**src/rtl/fixed_div.sv**
```systemverilog
`default_nettype none
// ============================================================================
// Module   : fixed_div
// Purpose  : Sequential signed Q(WIDTH-FRAC).FRAC divider. Restoring radix-2,
//            one quotient bit per cycle, truncation toward zero, saturating.
// Revision : 1.0 - initial release
// ============================================================================
module fixed_div #(
    parameter int WIDTH = 32,
    parameter int FRAC  = 28
) (
    input  logic             clk,
    input  logic             rst,
    input  logic [WIDTH-1:0] a,
    input  logic [WIDTH-1:0] b,
    input  logic             valid_in,
    output logic [WIDTH-1:0] result,
    output logic             valid_out,
    output logic             busy,
    output logic             div_by_zero
);

    localparam int ITER  = WIDTH + FRAC;
    localparam int CNT_W = $clog2(ITER);

    localparam logic [CNT_W-1:0] c_CNT_LOAD = CNT_W'(ITER - 1);
    localparam logic [ITER-1:0]  c_POS_MAX  = {{(ITER-WIDTH+1){1'b0}}, {(WIDTH-1){1'b1}}};
    localparam logic [ITER-1:0]  c_NEG_MAX  = {{(ITER-WIDTH){1'b0}}, 1'b1, {(WIDTH-1){1'b0}}};
    localparam logic [WIDTH-1:0] c_SAT_POS  = {1'b0, {(WIDTH-1){1'b1}}};
    localparam logic [WIDTH-1:0] c_SAT_NEG  = {1'b1, {(WIDTH-1){1'b0}}};

    typedef enum logic [1:0] {
        S_IDLE   = 2'd0,
        S_DIV    = 2'd1,
        S_FINISH = 2'd2
    } state_t;

    state_t           r_state;
    logic             r_sign;
    logic             r_dz;
    logic [WIDTH-1:0] r_bmag;
    logic [ITER-1:0]  r_num;
    logic [WIDTH:0]   r_rem;
    logic [ITER-1:0]  r_quo;
    logic [CNT_W-1:0] r_cnt;
    logic [WIDTH-1:0] r_result;
    logic             r_valid_out;
    logic             r_busy;
    logic             r_div_by_zero;

    logic [WIDTH-1:0] w_amag;
    logic [WIDTH-1:0] w_bmag;
    logic [WIDTH+1:0] w_rem_shift;
    logic             w_ge;
    logic [WIDTH:0]   w_rem_sub;
    logic [WIDTH-1:0] w_quo_neg;
    logic [WIDTH-1:0] w_final;

    // Magnitude of the most negative value is 2^(WIDTH-1), which still fits
    // as an unsigned WIDTH-bit number.
    assign w_amag = a[WIDTH-1] ? (~a + 1'b1) : a;
    assign w_bmag = b[WIDTH-1] ? (~b + 1'b1) : b;

    // The shifted remainder is kept one bit wider than the stored remainder
    // so the compare never loses the carried-out bit.
    assign w_rem_shift = {r_rem, r_num[ITER-1]};
    assign w_ge        = (w_rem_shift >= {2'b00, r_bmag});
    assign w_rem_sub   = w_rem_shift[WIDTH:0] - {1'b0, r_bmag};

    assign w_quo_neg = ~r_quo[WIDTH-1:0] + 1'b1;

    always_comb begin
        w_final = r_quo[WIDTH-1:0];
        if (r_sign) begin
            w_final = (r_quo > c_NEG_MAX) ? c_SAT_NEG : w_quo_neg;
        end else if (r_quo > c_POS_MAX) begin
            w_final = c_SAT_POS;
        end
    end

    always_ff @(posedge clk) begin
        if (rst) begin
            r_state       <= S_IDLE;
            r_result      <= '0;
            r_valid_out   <= 1'b0;
            r_busy        <= 1'b0;
            r_div_by_zero <= 1'b0;
        end else begin
            r_valid_out <= 1'b0;
            case (r_state)
                S_IDLE: begin
                    if (valid_in) begin
                        r_sign  <= a[WIDTH-1] ^ b[WIDTH-1];
                        r_bmag  <= w_bmag;
                        r_num   <= {w_amag, {FRAC{1'b0}}};
                        r_dz    <= (b == '0);
                        r_rem   <= '0;
                        r_quo   <= '0;
                        r_cnt   <= c_CNT_LOAD;
                        r_busy  <= 1'b1;
                        r_state <= S_DIV;
                    end
                end
                S_DIV: begin
                    r_num <= {r_num[ITER-2:0], 1'b0};
                    r_quo <= {r_quo[ITER-2:0], w_ge};
                    r_rem <= w_ge ? w_rem_sub : w_rem_shift[WIDTH:0];
                    if (r_cnt == '0) begin
                        r_state <= S_FINISH;
                    end else begin
                        r_cnt <= r_cnt - 1'b1;
                    end
                end
                S_FINISH: begin
                    r_result      <= w_final;
                    r_div_by_zero <= r_dz;
                    r_valid_out   <= 1'b1;
                    r_busy        <= 1'b0;
                    r_state       <= S_IDLE;
                end
                default: begin
                    r_busy  <= 1'b0;
                    r_state <= S_IDLE;
                end
            endcase
        end
    end

    assign result      = r_result;
    assign valid_out   = r_valid_out;
    assign busy        = r_busy;
    assign div_by_zero = r_div_by_zero;

endmodule
`default_nettype wire

```
**config.mk**
```make
export PLATFORM = sky130hd
export DESIGN_NAME = fixed_div
export DESIGN_NICKNAME = d
export VERILOG_FILES = /design/src/rtl/fixed_div.sv
export SDC_FILE = /design/constraint.sdc
export NUM_CORES = 1
export LEC_CHECK = 0
export CAP_MARGIN = 20
export CORE_UTILIZATION = 55
export CTS_BUF_LIST = sky130_fd_sc_hd__clkbuf_8
export CTS_CLUSTER_DIAMETER = 40
export DETAILED_ROUTE_END_ITERATION = 7
export PLACE_DENSITY = 0.77
export SLEW_MARGIN = 5
export SYNTH_ARGS = -nofsm -noshare
export SYNTH_HDL_FRONTEND = slang
export SYNTH_SLANG_ARGS = --single-unit
```
**constraint.sdc**
```tcl
create_clock -name clk -period 14.9 [get_ports clk]
set_input_delay 1.49 -clock clk [delete_from_list [all_inputs] [get_ports clk]]
set_output_delay 1.49 -clock clk [all_outputs]
set_load 0.05 [all_outputs]
```
==> results_dict.tcl <==
set metrics [dict create \
    status "finished, final reports clean" \
    clock-sinks 202 \
    dr.pass1.iters 5 \
    syn_area_per_cell_um2 9.85 \
    p_switching_mw 0.371 \
    syn_area_mm2 0.0115 \
    hold_viol 0 \
    swShare_pct 26.2 \
    wl_per_cell_um 15.7 \
    ant_nets 0 \
    ctsHoldBuffers 0 \
    fin_nets 1375 \
    synthArstFlopShare_pct 0 \
    crit_path_start "r_num[59]" \
    p_comb_share_pct 15.4 \
    seqPwrFrac_pct 47.4 \
    tns_ns 0 \
    grt_start_max_net_pins 73 \
    drt_iter0_markers 529 \
    setup_viol 0 \
    p_total_mw 1.41 \
    p_int_mw 1.04 \
    clk-insertion-delay-late_ns 0.53 \
    ctsRootBufferMaster "clkbuf_8" \
    pin_count 102 \
    post-route-cell-area_mm2 0.0135 \
    rsz0062_at_grt "no" \
    required_ns 15.16 \
    synth_cell_types 65 \
    wirelength_um 24600 \
    synthesis.nets 1276 \
    crit_fanout 27 \
    critPathKind "register to register" \
    ys_seq_elements 202 \
    core_area_mm2 0.0204 \
    placementRows 52 \
    drv_cap 0 \
    diodes 0 \
    fill_cells 1692 \
    port_buffers 101 \
    dpl_cell_area_mm2 0.0128 \
    worstPathArrival_ns 4.74 \
    synthFlopType "edfxtp_1" \
    p_clk_share_pct 37.2 \
    clk_path_buf_depth 3 \
    register_area_mm2 0.00570 \
    clkSlewWorstSetupHoldPaths_ns 0.06 \
    syn_to_final_growth_pct 17.4 \
    p_leak_nw 4.94 \
    worstSetupStartpointType "register" \
    grt_pass1_wl_um 41900 \
    synth-seq-area-share_pct 49.4 \
    reg2reg_from "r_num[59]" \
    die_w_um 147 \
    num_vias 8990 \
    hp-class "register to register" \
    fin_crit_ns 4.49 \
    dpl.hpwl_um 17000 \
    cts_setup_buffers 0 \
    h-tree-depth 2 \
    worstMarginPinSlew_ns 1.01 \
    synth_edf_count 165 \
    end_kind "register" \
    power.density_mw_per_mm2 104 \
    slew-limit-headroom_pct 32.2 \
    cts_resized 0 \
    grt_pass1_vias 8710 \
    place_congestion 0.901 \
    grt.overflow.total 0 \
    cts-buffers-inserted 36 \
    yosys_warnings 0 \
    start_util_pct 56.5 \
    drc 0 \
    peakVddDrop_mv 0.0460 \
    cts_tree "done" \
    fmax_mhz 223 \
    synth_cells 1171 \
    layout-drive-gt1-share_pct 6.16 \
    viasPerCell 5.73 \
    die_area_mm2 0.0216 \
    multi_input_area_mm2 0.00546 \
    maxSlewViolCount 0 \
    grt_usage_pct 23.7 \
    min-delay-start "div_by_zero" \
    whs_ns 0.464 \
    antenna_found_initial 0 \
    skew_ns 0.0147 \
    finalCritPeriodShare_pct 30.1 \
    die_y_um 147 \
]
metrics by stage:
stage,worst slack [ns],std cells,util [%]
2_1_floorplan,3.71,1171,-
3_3_place_gp,10.10,1501,62.6
3_5_place_dp,10.01,1501,62.6
4_1_cts,10.42,1567,66.2
5_1_grt,10.10,1568,66.3
6_report,10.41,1568,66.3
area by class of cell:
type                            count  share of cell area [%]
Clock buffer                       39                    3.96
Timing Repair Buffer              114                    8.24
Sequential cell                   202                    42.0
Inverter                           51                    1.41
Multi-Input combinational cell    865                    40.3
Clock inverter                     27                    1.51
Tap cell                          270                    2.49
cell families after synthesis:
group                      after synthesis  synth area share, %
adders and majority gates               38                 4.19
buffers and inverters                  104                 3.56
xor gates and xnor gates                92                 6.98
AOI/OAI and AO/OA                      263                 14.2
and+or+nand+nor                        445                 19.3
DFF                                    202                 49.4
muxes                                   27                 2.34
registers in the layout, indices dropped and copies added, names as in the netlist:
signal and cells:
r_num 32, r_sign 1, r_dz 1, result 32
valid_out 1, r_rem 33, r_quo 60, r_state 2
busy 1, div_by_zero 1, r_cnt 6, r_bmag 32
power by group through the flow:
stage               Sequential, mW  Combinational (mW)  Clock (mW)
floorplan                    0.681               0.154           0
CTS                          0.669               0.217       0.538
finish                       0.670               0.217       0.526
detailed placement           0.681               0.216           0
global route                 0.673               0.244       0.562
global placement             0.679               0.211           0
worst max-delay path: stages, from the launching register on:
cell and delay, ns:
edfxtp_1 0.37, inv_1 0.11, ha_1 0.16, inv_1 0.05, fa_1 0.41, a21o_1 0.21
a221oi_1 0.56, nor2b_1 0.15, nor3_1 0.43, o31ai_1 0.22, a21bo_2 0.30, a31oi_4 0.44
buf_4 0.46, mux2i_1 0.26, nor2_1 0.06
cell usage after synthesis (all sizes together) (4+ instances only):
| cell type | instances | area [um2] |
|---|---|---|
| or4 | 16 | 124 |
| buf | 10 | 57.6 |
| a311oi | 6 | 52.6 |
| or3 | 15 | 98.8 |
| and2 | 58 | 363 |
| inv | 51 | 191 |
| nor3 | 49 | 250 |
| a21oi | 64 | 320 |
| o21a | 4 | 30.0 |
| xnor2 | 50 | 438 |
| nor2 | 114 | 428 |
| xor2 | 42 | 368 |
| nand2 | 101 | 382 |
| o211ai | 4 | 30.0 |
| o31ai | 44 | 344 |
| and3 | 6 | 37.5 |
| clkbuf | 43 | 161 |
| nand2b | 11 | 68.8 |
| edfxtp | 165 | 4950 |
| dfxtp | 37 | 741 |
| nand3 | 25 | 130 |
| mux2i | 27 | 270 |
| o21ai | 90 | 450 |
| or3b | 4 | 35.0 |
| a21o | 17 | 128 |
| nand4 | 8 | 50.1 |
| ha | 37 | 463 |
| nor4 | 14 | 87.6 |
| a211oi | 6 | 45.0 |
| nor2b | 11 | 68.8 |
| a31oi | 5 | 37.5 |
| o41ai | 8 | 70.1 |
per-layer routing:
layer  share of wire, %  vias up  track usage [%]
met5                  0        -                0
met4                2.2        0             7.97
li1                   -     4462                -
met1                 46     4208             32.3
met3                5.2       43             4.41
met2                 46      277             37.9
final timing paths:
check | to | slack (ns) | depth (start not counted)
hold / removal | div_by_zero | 0.46 | 2
setup reg to reg | r_rem[5] | 10.41 | 14
hold reg to reg | div_by_zero | 0.46 | 2
setup / recovery | r_rem[5] | 10.41 | 14
layout by cell type (no fill, tap or decap), types with 8 or more instances in the layout:
cell type,n
ha_1,37
nand4_1,8
edfxtp_1,165
mux2i_1,27
or4_1,15
dfxtp_1,37
inv_1,63
xor2_1,42
xnor2_1,50
nand2_1,100
o41ai_1,8
nor2b_1,10
a21o_1,17
buf_4,12
or3_1,14
and2_1,57
nor3_1,47
o31ai_1,43
nor2_1,113
nand2b_1,11
nor4_1,14
clkdlybuf4s50_1,101
clkbuf_8,39
nand3_1,24
a21oi_1,64
o21ai_0,90
(Power assumes the default switching activity.)
